==> src/rtl/mem_port_arbiter_if.sv <==
// Bundle between the arbiter, its two requesters (CPU sequencer, IOP data
// channel) and the memory array.
// Ports: per-requester req/we/addr/wdata in, gnt/rvalid out; shared rdata out;
//        memory side mem_en/mem_we/mem_addr/mem_wdata out, mem_rdata in.
// Bit mapping: machine addresses are numbered [15:31] and data [0:31] with the
// lowest index as MSB; here they are carried as [16:0] / [31:0], so machine
// bit 15 of an address is [16] and machine data bit 0 is [31].
interface mem_port_arbiter_if;
    logic        cpu_req;
    logic        cpu_we;
    logic [16:0] cpu_addr;
    logic [31:0] cpu_wdata;
    logic        cpu_gnt;
    logic        cpu_rvalid;

    logic        iop_req;
    logic        iop_we;
    logic [16:0] iop_addr;
    logic [31:0] iop_wdata;
    logic        iop_gnt;
    logic        iop_rvalid;

    logic [31:0] rdata;

    logic        mem_en;
    logic        mem_we;
    logic [16:0] mem_addr;
    logic [31:0] mem_wdata;
    logic [31:0] mem_rdata;

    // Arbiter side.
    modport slave (
        input  cpu_req, cpu_we, cpu_addr, cpu_wdata,
        input  iop_req, iop_we, iop_addr, iop_wdata,
        input  mem_rdata,
        output cpu_gnt, cpu_rvalid, iop_gnt, iop_rvalid, rdata,
        output mem_en, mem_we, mem_addr, mem_wdata
    );

    // Requesters plus memory array side.
    modport master (
        output cpu_req, cpu_we, cpu_addr, cpu_wdata,
        output iop_req, iop_we, iop_addr, iop_wdata,
        output mem_rdata,
        input  cpu_gnt, cpu_rvalid, iop_gnt, iop_rvalid, rdata,
        input  mem_en, mem_we, mem_addr, mem_wdata
    );
endinterface

==> src/rtl/mem_port_arbiter.sv <==
// Purpose: shares one memory port between CPU sequencer and IOP, IOP priority.
// Latency: gnt/mem_en one cycle after the accepting edge; read rvalid MEM_LATENCY+1 cycles after gnt.
// Backpressure: one transaction outstanding; requests are only sampled at accepting edges, so requesters hold req until gnt.
//
// Ports: clock, reset (async, active-high), bus (mem_port_arbiter_if.slave).
// Parameters: MEM_LATENCY (1..7) cycles in WAIT before read capture;
//             MAX_WAIT (1..15) lost arbitrations before the CPU is forced in.
// Optional feature: define MEM_ARB_FAIR_EN to enable the CPU starvation
// counter; without it arbitration is strict IOP priority.
module mem_port_arbiter #(
    parameter int MEM_LATENCY = 2,
    parameter int MAX_WAIT    = 4
) (
    input  logic                clock,
    input  logic                reset,
    mem_port_arbiter_if.slave   bus
);

    typedef enum logic [1:0] {
        IDLE  = 2'd0,
        ISSUE = 2'd1,
        WAIT  = 2'd2
    } state_t;

    localparam logic [2:0] LAT_C      = 3'(MEM_LATENCY);
    localparam logic [3:0] MAX_WAIT_C = 4'(MAX_WAIT);

    state_t      state;
    state_t      state_nxt;
    logic [2:0]  lat_cnt;
    logic [2:0]  lat_cnt_nxt;

    logic        any_req;
    logic        win_iop;
    logic        force_cpu;
    logic        accept;     // this edge latches a new transaction
    logic        capture;    // this edge latches mem_rdata

    logic        own_iop;    // owner of the transaction in flight
    logic        we_q;
    logic [16:0] addr_q;
    logic [31:0] wdata_q;
    logic [31:0] rdata_q;
    logic        cpu_rv_q;
    logic        iop_rv_q;

    assign any_req = bus.cpu_req | bus.iop_req;

`ifdef MEM_ARB_FAIR_EN
    logic [3:0] starve_cnt;

    // CPU is forced in once it has lost MAX_WAIT arbitrations in a row.
    assign force_cpu = bus.cpu_req && (starve_cnt == MAX_WAIT_C);

    always_ff @(posedge clock or posedge reset) begin
        if (reset) begin
            starve_cnt <= 4'd0;
        end else if (accept) begin
            if (!win_iop) begin
                starve_cnt <= 4'd0;
            end else if (bus.cpu_req && (starve_cnt != 4'hF)) begin
                starve_cnt <= starve_cnt + 4'd1;
            end
        end
    end
`else
    logic [3:0] unused_max_wait;

    assign unused_max_wait = MAX_WAIT_C;
    assign force_cpu       = 1'b0;
`endif

    assign win_iop = bus.iop_req & ~force_cpu;

    // Next-state logic. The edge that completes a read is also an accepting
    // edge, so the next grant lands in the same cycle as the rvalid pulse.
    always_comb begin
        state_nxt   = state;
        lat_cnt_nxt = lat_cnt;
        accept      = 1'b0;
        capture     = 1'b0;
        case (state)
            IDLE: begin
                if (any_req) begin
                    accept    = 1'b1;
                    state_nxt = ISSUE;
                end
            end
            ISSUE: begin
                if (we_q) begin
                    state_nxt = IDLE;
                end else begin
                    lat_cnt_nxt = LAT_C;
                    state_nxt   = WAIT;
                end
            end
            WAIT: begin
                lat_cnt_nxt = lat_cnt - 3'd1;
                if (lat_cnt == 3'd1) begin
                    capture = 1'b1;
                    if (any_req) begin
                        accept    = 1'b1;
                        state_nxt = ISSUE;
                    end else begin
                        state_nxt = IDLE;
                    end
                end
            end
            default: begin
                state_nxt = IDLE;
            end
        endcase
    end

    always_ff @(posedge clock or posedge reset) begin
        if (reset) begin
            state   <= IDLE;
            lat_cnt <= 3'd0;
        end else begin
            state   <= state_nxt;
            lat_cnt <= lat_cnt_nxt;
        end
    end

    // Transaction and read-return registers. Requester inputs are only
    // looked at on an accepting edge; afterwards mem_* holds what was latched.
    always_ff @(posedge clock or posedge reset) begin
        if (reset) begin
            own_iop  <= 1'b0;
            we_q     <= 1'b0;
            addr_q   <= 17'd0;
            wdata_q  <= 32'd0;
            rdata_q  <= 32'd0;
            cpu_rv_q <= 1'b0;
            iop_rv_q <= 1'b0;
        end else begin
            cpu_rv_q <= capture & ~own_iop;
            iop_rv_q <= capture &  own_iop;
            if (capture) begin
                rdata_q <= bus.mem_rdata;
            end
            if (accept) begin
                own_iop <= win_iop;
                we_q    <= win_iop ? bus.iop_we    : bus.cpu_we;
                addr_q  <= win_iop ? bus.iop_addr  : bus.cpu_addr;
                wdata_q <= win_iop ? bus.iop_wdata : bus.cpu_wdata;
            end
        end
    end

    assign bus.mem_en     = (state == ISSUE);
    assign bus.mem_we     = (state == ISSUE) & we_q;
    assign bus.mem_addr   = addr_q;
    assign bus.mem_wdata  = wdata_q;
    assign bus.cpu_gnt    = (state == ISSUE) & ~own_iop;
    assign bus.iop_gnt    = (state == ISSUE) &  own_iop;
    assign bus.cpu_rvalid = cpu_rv_q;
    assign bus.iop_rvalid = iop_rv_q;
    assign bus.rdata      = rdata_q;

endmodule
==> src/flat_wrapper.sv <==
// flat-port wrapper written by rule: the top's interface ports become plain ports
module mem_port_arbiter_flat 
#(
    parameter int MEM_LATENCY = 2,
    parameter int MAX_WAIT    = 4
)
  (clock, reset, bus_cpu_req, bus_cpu_we, bus_cpu_addr, bus_cpu_wdata, bus_iop_req, bus_iop_we, bus_iop_addr, bus_iop_wdata, bus_mem_rdata, bus_cpu_gnt, bus_cpu_rvalid, bus_iop_gnt, bus_iop_rvalid, bus_rdata, bus_mem_en, bus_mem_we, bus_mem_addr, bus_mem_wdata);
  mem_port_arbiter_if bus_i ();
  input  logic clock;
  input  logic reset;
  input wire logic [$bits(bus_i.cpu_req)-1:0] bus_cpu_req;
  input wire logic [$bits(bus_i.cpu_we)-1:0] bus_cpu_we;
  input wire logic [$bits(bus_i.cpu_addr)-1:0] bus_cpu_addr;
  input wire logic [$bits(bus_i.cpu_wdata)-1:0] bus_cpu_wdata;
  input wire logic [$bits(bus_i.iop_req)-1:0] bus_iop_req;
  input wire logic [$bits(bus_i.iop_we)-1:0] bus_iop_we;
  input wire logic [$bits(bus_i.iop_addr)-1:0] bus_iop_addr;
  input wire logic [$bits(bus_i.iop_wdata)-1:0] bus_iop_wdata;
  input wire logic [$bits(bus_i.mem_rdata)-1:0] bus_mem_rdata;
  output wire logic [$bits(bus_i.cpu_gnt)-1:0] bus_cpu_gnt;
  output wire logic [$bits(bus_i.cpu_rvalid)-1:0] bus_cpu_rvalid;
  output wire logic [$bits(bus_i.iop_gnt)-1:0] bus_iop_gnt;
  output wire logic [$bits(bus_i.iop_rvalid)-1:0] bus_iop_rvalid;
  output wire logic [$bits(bus_i.rdata)-1:0] bus_rdata;
  output wire logic [$bits(bus_i.mem_en)-1:0] bus_mem_en;
  output wire logic [$bits(bus_i.mem_we)-1:0] bus_mem_we;
  output wire logic [$bits(bus_i.mem_addr)-1:0] bus_mem_addr;
  output wire logic [$bits(bus_i.mem_wdata)-1:0] bus_mem_wdata;
  assign bus_i.cpu_req = bus_cpu_req;
  assign bus_i.cpu_we = bus_cpu_we;
  assign bus_i.cpu_addr = bus_cpu_addr;
  assign bus_i.cpu_wdata = bus_cpu_wdata;
  assign bus_i.iop_req = bus_iop_req;
  assign bus_i.iop_we = bus_iop_we;
  assign bus_i.iop_addr = bus_iop_addr;
  assign bus_i.iop_wdata = bus_iop_wdata;
  assign bus_i.mem_rdata = bus_mem_rdata;
  assign bus_cpu_gnt = bus_i.cpu_gnt;
  assign bus_cpu_rvalid = bus_i.cpu_rvalid;
  assign bus_iop_gnt = bus_i.iop_gnt;
  assign bus_iop_rvalid = bus_i.iop_rvalid;
  assign bus_rdata = bus_i.rdata;
  assign bus_mem_en = bus_i.mem_en;
  assign bus_mem_we = bus_i.mem_we;
  assign bus_mem_addr = bus_i.mem_addr;
  assign bus_mem_wdata = bus_i.mem_wdata;
  mem_port_arbiter #(.MEM_LATENCY(MEM_LATENCY), .MAX_WAIT(MAX_WAIT)) u_core (.clock(clock), .reset(reset), .bus(bus_i));
endmodule
==> config.mk <==
export PLATFORM = sky130hd
export DESIGN_NAME = mem_port_arbiter_flat
export DESIGN_NICKNAME = d
export VERILOG_FILES = /design/src/rtl/mem_port_arbiter_if.sv /design/src/rtl/mem_port_arbiter.sv /design/src/flat_wrapper.sv
export SDC_FILE = /design/constraint.sdc
export NUM_CORES = 1
export LEC_CHECK = 0
export BUFFER_PORTS_ARGS = -buffer_cell sky130_fd_sc_hd__buf_4
export CAP_MARGIN = 20
export CORE_MARGIN = 4
export CORE_UTILIZATION = 31
export CTS_BUF_LIST = sky130_fd_sc_hd__clkbuf_8 sky130_fd_sc_hd__clkbuf_16
export CTS_CLUSTER_SIZE = 10
export DETAILED_ROUTE_END_ITERATION = 10
export PLACE_DENSITY = 0.64
export RECOVER_POWER = 25
export SLEW_MARGIN = 10
export SYNTH_ARGS = -nofsm -noshare
export SYNTH_HDL_FRONTEND = slang
export SYNTH_SLANG_ARGS = --single-unit
==> constraint.sdc <==
create_clock -name clock -period 6.2 [get_ports clock]
set_input_delay 1.55 -clock clock [delete_from_list [all_inputs] [get_ports clock]]
set_output_delay 1.55 -clock clock [all_outputs]
set_load 0.02 [all_outputs]
Word level (Yosys, flattened, before mapping)
Cells that the tools add are included.

operators by class
  $add $sub $neg = 1
  multiply operators = 0
  div/mod/pow operators = 0
  magnitude comparators = 0
  equality and inequality tests = 6
  shift operators = 0
  muxes and demuxes = 15
  bitwise operators = 7
  reduce and logical (&&, ||, !) cells = 4

operators by type and width
  cell                                                 number
  two-way mux 32 bit                                   1
  two-way mux 17 bit                                   1
  two-way mux 1 bit                                    6
  two-way mux 2 bit                                    3
  one-hot mux 2 bit (3 select lines)                   1
  one-hot mux 3 bit (2 select lines)                   1
  bitwise AND 1 bit                                    5
  != test 2 x 1 -> 1 bit, second input constant        2
  AND reduction 2 bit                                  2
  equality test 3 x 1 -> 1 bit, second input constant  1
  two-way mux 3 bit                                    1
  subtractor 3 x 1 -> 3 bit, second input constant     1
  equality test 2 x 1 -> 1 bit, second input constant  1
  equality test 2 bit, second input constant           1
  zero test 2 bit                                      1
  != test 2 bit, second input constant                 1
  one-hot mux 1 bit (2 select lines)                   1
  nonzero test 2 bit                                   1
  NOT 1 bit                                            1
  bitwise OR 1 bit                                     1

storage, ports and cells
  bits in registers = 90
  bits in latches = 0
  bits in writable memories = 0
  ROM bits = 0
  bits of input ports = 136
  memories = 0

Longest topological paths before layout
  depth after elaboration = 4
  depth in mapped cells = 6
  depth with buffers taken out = 5

Worst setup path after synthesis
No wires, ideal clock.

  path type = register to output
  start point = reg u_core.state[1]
  end point = out bus_cpu_gnt
  arrival = 1.314 ns
  required time = 4.650 ns
  slack = 3.336 ns
  cell stages (with the launch flop) = 4
  buffers on the path = 1
  cell sequence = dfrtp_1 > buf_2 > nor2b_1 > nor2b_1

between the ends
  word-level cells in the longest chain between the ends = 2

ends and longest elaborated chain
  element                       line                     RTL
  from (decl)                   mem_port_arbiter.sv:28   state_t state;
  from (signal assigned)        mem_port_arbiter.sv:120  state <= state_nxt;
  equality test 2 x 1 -> 1 bit  --
  named net bus_mem_en          flat_wrapper.sv:25       output wire logic [$bits(bus_i.mem_en)-1:0] bus_mem_en;
  bitwise AND 1 bit             mem_port_arbiter.sv:155  assign bus.cpu_gnt = (state == ISSUE) & ~own_iop;
  to (decl)                     flat_wrapper.sv:20       output wire logic [$bits(bus_i.cpu_gnt)-1:0] bus_cpu_gnt;

The timed path passes the listed nets, and every way through them passes these cells.

Final worst setup path
  start point = in bus_iop_req
  end point = reg u_core.addr_q[5] (netlist: u_core.bus.mem_addr[5])

between the ends
  word-level cells in the longest chain between the ends = 4

ends and longest elaborated chain
  element                             line                                             RTL
  from (decl)                         flat_wrapper.sv:15                               input wire logic [$bits(bus_i.iop_req)-1:0] bus_iop_req;
  bitwise OR 1 bit                    mem_port_arbiter.sv:47                           assign any_req = bus.cpu_req | bus.iop_req;
  two-way mux 1 bit                   mem_port_arbiter.sv:84, mem_port_arbiter.sv:101
  two-way mux 1 bit                   mem_port_arbiter.sv:99                           if (lat_cnt == 3'd1) begin
  one-hot mux 1 bit (2 select lines)  mem_port_arbiter.sv:82                           case (state)
  to (signal assigned)                mem_port_arbiter.sv:145                          addr_q <= win_iop ? bus.iop_addr : bus.cpu_addr;
  to (decl)                           mem_port_arbiter.sv:41                           logic [16:0] addr_q;

Several ways; a longest one is shown, not always the timed one.
A chain may end at the register's enable or synchronous reset.

==> impl_metrics.ini <==
[clock_network]
cts_buffers = 9
clk-insertion-delay-late_ns = 0.33
h-tree-depth = 3
cts.sinks = 90
tritoncts = done
cts_setup_buffers = 0
ctsResizeCount = 0
clk_pin_slew_ns = 0.06
clock_path_buffers = 2
clk_root_buffer_cell = clkbuf_16
hold_buffers = 0

[timing]
finalHoldViolCount = 0
setup_viol = 0
max_freq_ghz = 0.294
drv_slew = 34
setup_tns_ns = 0
rsz0062_at_grt = no
fin_crit_sh = 0.548
tightest_slew_ns = 1.72
slew_headroom = -0.146
min_period_ns = 3.40
skew_ns = 0.00742

[worst_setup_path]
crit_slowest_cell = a211oi_4
cp.required_ns = 6.41
crit_type = in -> reg
crit_path_start_kind = input pin
startpoint = bus_iop_req
crit_buf_inv = 3
crit_chain = buf_4, nor2_1, a211oi_4, buf_8, buf_12, mux2_2
critPathMaxFanout = 52
worstSetupEndpointType = flip-flop
path_delay_family = buffers and inverters
cpPeakStageDelay_ns = 0.53
worstPathArrival_ns = 3.60
rr_startpoint = u_core.lat_cnt[1]$_DFFE_PP0P_

[pwr]
peakVddDrop_mv = 0.197
power_density_mw_per_mm2 = 483
leakage_uw = 0.00294

[route]
vias = 2949
viasPerCell = 4.42
wl_per_cell_um = 15.1
detail-route-antenna-nets = 0
dr.first_iter.drc_count = 54
wirelength_um = 10100
drcViolationCount = 0
drtPass1Iterations = 4

[logic_synthesis]
synth_edf_count = 0
ys_types = 23
netlist_top_cells_area = dfrtp_1 (55%), mux2_2 (36%), buf_6 (1.4%)
synth_fa_ha_area_frac = 0.00616
ys_async_sr_fraction = 1.00
synth_top_flop_cell = dfrtp_1
synthXorXnorAreaFrac = 0
ys_warn_count = 0
yosysSeqAreaShare = 0.554
netlist.area_leader.share = 0.554
synth_top_cells_by_count = mux2_2 (129), dfrtp_1 (90), buf_6 (5), clkbuf_1 (5)
synth_top_family_by_area = multiplexers
synth_top_cell_by_area = dfrtp_1
synth.area.mux_share = 0.369
synth_most_common_cell = mux2_2
synthesis.nets = 407
synth_area_mm2 = 0.00406
ys_ff_latch = 90
syn_inst = 269
avgSynthCellArea_um2 = 15.1
synth-simple-area-share = 0.0216
synth_compound_area_frac = 0.0188

[cells_and_area]
drive_gt1_frac = 0.756
stdcell_area_mm2 = 0.00617
n_antenna_cell = 0
area_delta_synth_final_pct = 51.9
seqCellArea_mm2 = 0.00225
stdcell_count = 667
nets = 628
multiInputGateArea_mm2 = 0.00168
num-fill-cells = 1166

[outcome]
status = complete, but fails checks
violations = max-capacitance violations, max-slew violations

[placement]
gp_congestion = 0.695
port_buffers = 222
placed_cells = 650
post-dp-hpwl_um = 7790
place_area_mm2 = 0.00587

[floorplanning]
placement_rows = 41
die_y_um = 122
io_pins = 223
die_x_um = 122
dieArea_mm2 = 0.0150
initial_core_util = 0.319
core_mm2 = 0.0127

[global_route]
grt_pass1_vias = 3172
grt_pass1_wl_um = 15400
grt.total_usage = 0.130
grt_max_degree = 59
antenna_found_initial = 0
overflow = 0

[hold_path]
hold_path_class = reg -> reg
min_from = u_core.bus.mem_wdata[16]$_DFFE_PP0P_

[flow_run]
drv_cap = 1
## layout by cell type, fill, tap and decap left out, types with 2 or more instances in the layout
master     Yosys  routed
clkinv_2       0       2
mux2_1         4       4
clkbuf_16      0       9
nor2b_1        3       3
nand2_1        2       2
dfrtp_1       90      90
nand2b_1       1       2
nor2_1         3       3
o21ai_0        4       4
a21oi_1        2       2
inv_1          3       2
and2_1         3       3
ha_1           2       2
inv_6          0       3
buf_4          3     222
mux2_2       129     129
## cell type report
cell class              instances  share of cell area
clock buffers                   9              0.0365
flip-flops and latches         90               0.365
inverters                       3             0.00203
well taps                     172              0.0349
repair buffers                226               0.278
multi-input cells             160               0.272
clock inverters                 7              0.0120
## where the power goes
| group | leakage [µW] | total (µW) | switching (µW) | internal, µW |
|---|---|---|---|---|
| logic | 0.00170 | 1400 | 682 | 722 |
| registers | 0.00109 | 1030 | 165 | 868 |
| clock network | 0.000147 | 544 | 228 | 315 |
## logic make-up after synthesis
family,count (synthesis)
and+or+nand+nor,15
buffers and inverters,19
AOI/OAI and AO/OA,10
DFF,90
muxes,133
adders and majority gates,2
## worst reg2reg max path: stages (launching register included)
cell,delay (ns)
dfrtp_1,0.38
inv_1,0.10
ha_1,0.15
nand2b_1,0.17
nor2_2,0.12
clkbuf_1,1.24
mux2_2,0.47
## layer usage
layer | global-route usage | vias up | wire (µm)
met5 | 0 | - | 0
met4 | 0.0420 | 0 | 102
met3 | 0.0484 | 7 | 1200
met2 | 0.226 | 143 | 5040
met1 | 0.149 | 1399 | 3710
li1 | - | 1400 | -
## registers in the layout (all words and copies together) (netlist names)
register,flops
u_core.own_iop,1
u_core.bus.cpu_rvalid,1
u_core.bus.rdata,32
u_core.bus.mem_addr,17
u_core.lat_cnt,3
u_core.bus.iop_rvalid,1
u_core.state,2
u_core.we_q,1
u_core.bus.mem_wdata,32
## path summary, 6_finish.rpt
check / endpoint / slack, ns / depth (start not counted)
min: u_core.bus.mem_wdata[16]$_DFFE_PP0P_ / 0.49 / 1
max reg2reg: u_core.bus.rdata[30]$_DFFE_PP0P_ / 3.47 / 6
min in group asynchronous: u_core.bus.rdata[6]$_DFFE_PP0P_ / 1.54 / 2
min reg2reg: u_core.bus.mem_wdata[16]$_DFFE_PP0P_ / 0.49 / 1
max: u_core.bus.mem_addr[5]$_DFFE_PP0P_ / 2.80 / 6
max in group asynchronous: u_core.bus.mem_wdata[22]$_DFFE_PP0P_ / 3.33 / 3
## per-stage QoR
step	hold slack [ns]	utilization	setup WS, ns	power (µW)
detailed placement	0.481	0.461	2.19	2470
global placement	0.471	0.461	2.28	2430
floorplan	0.453	-	2.31	1860
global route	0.512	0.485	2.63	3170
finish	0.488	0.485	2.80	2980
CTS	0.496	0.485	2.54	3030
(Power assumes the default switching activity.)
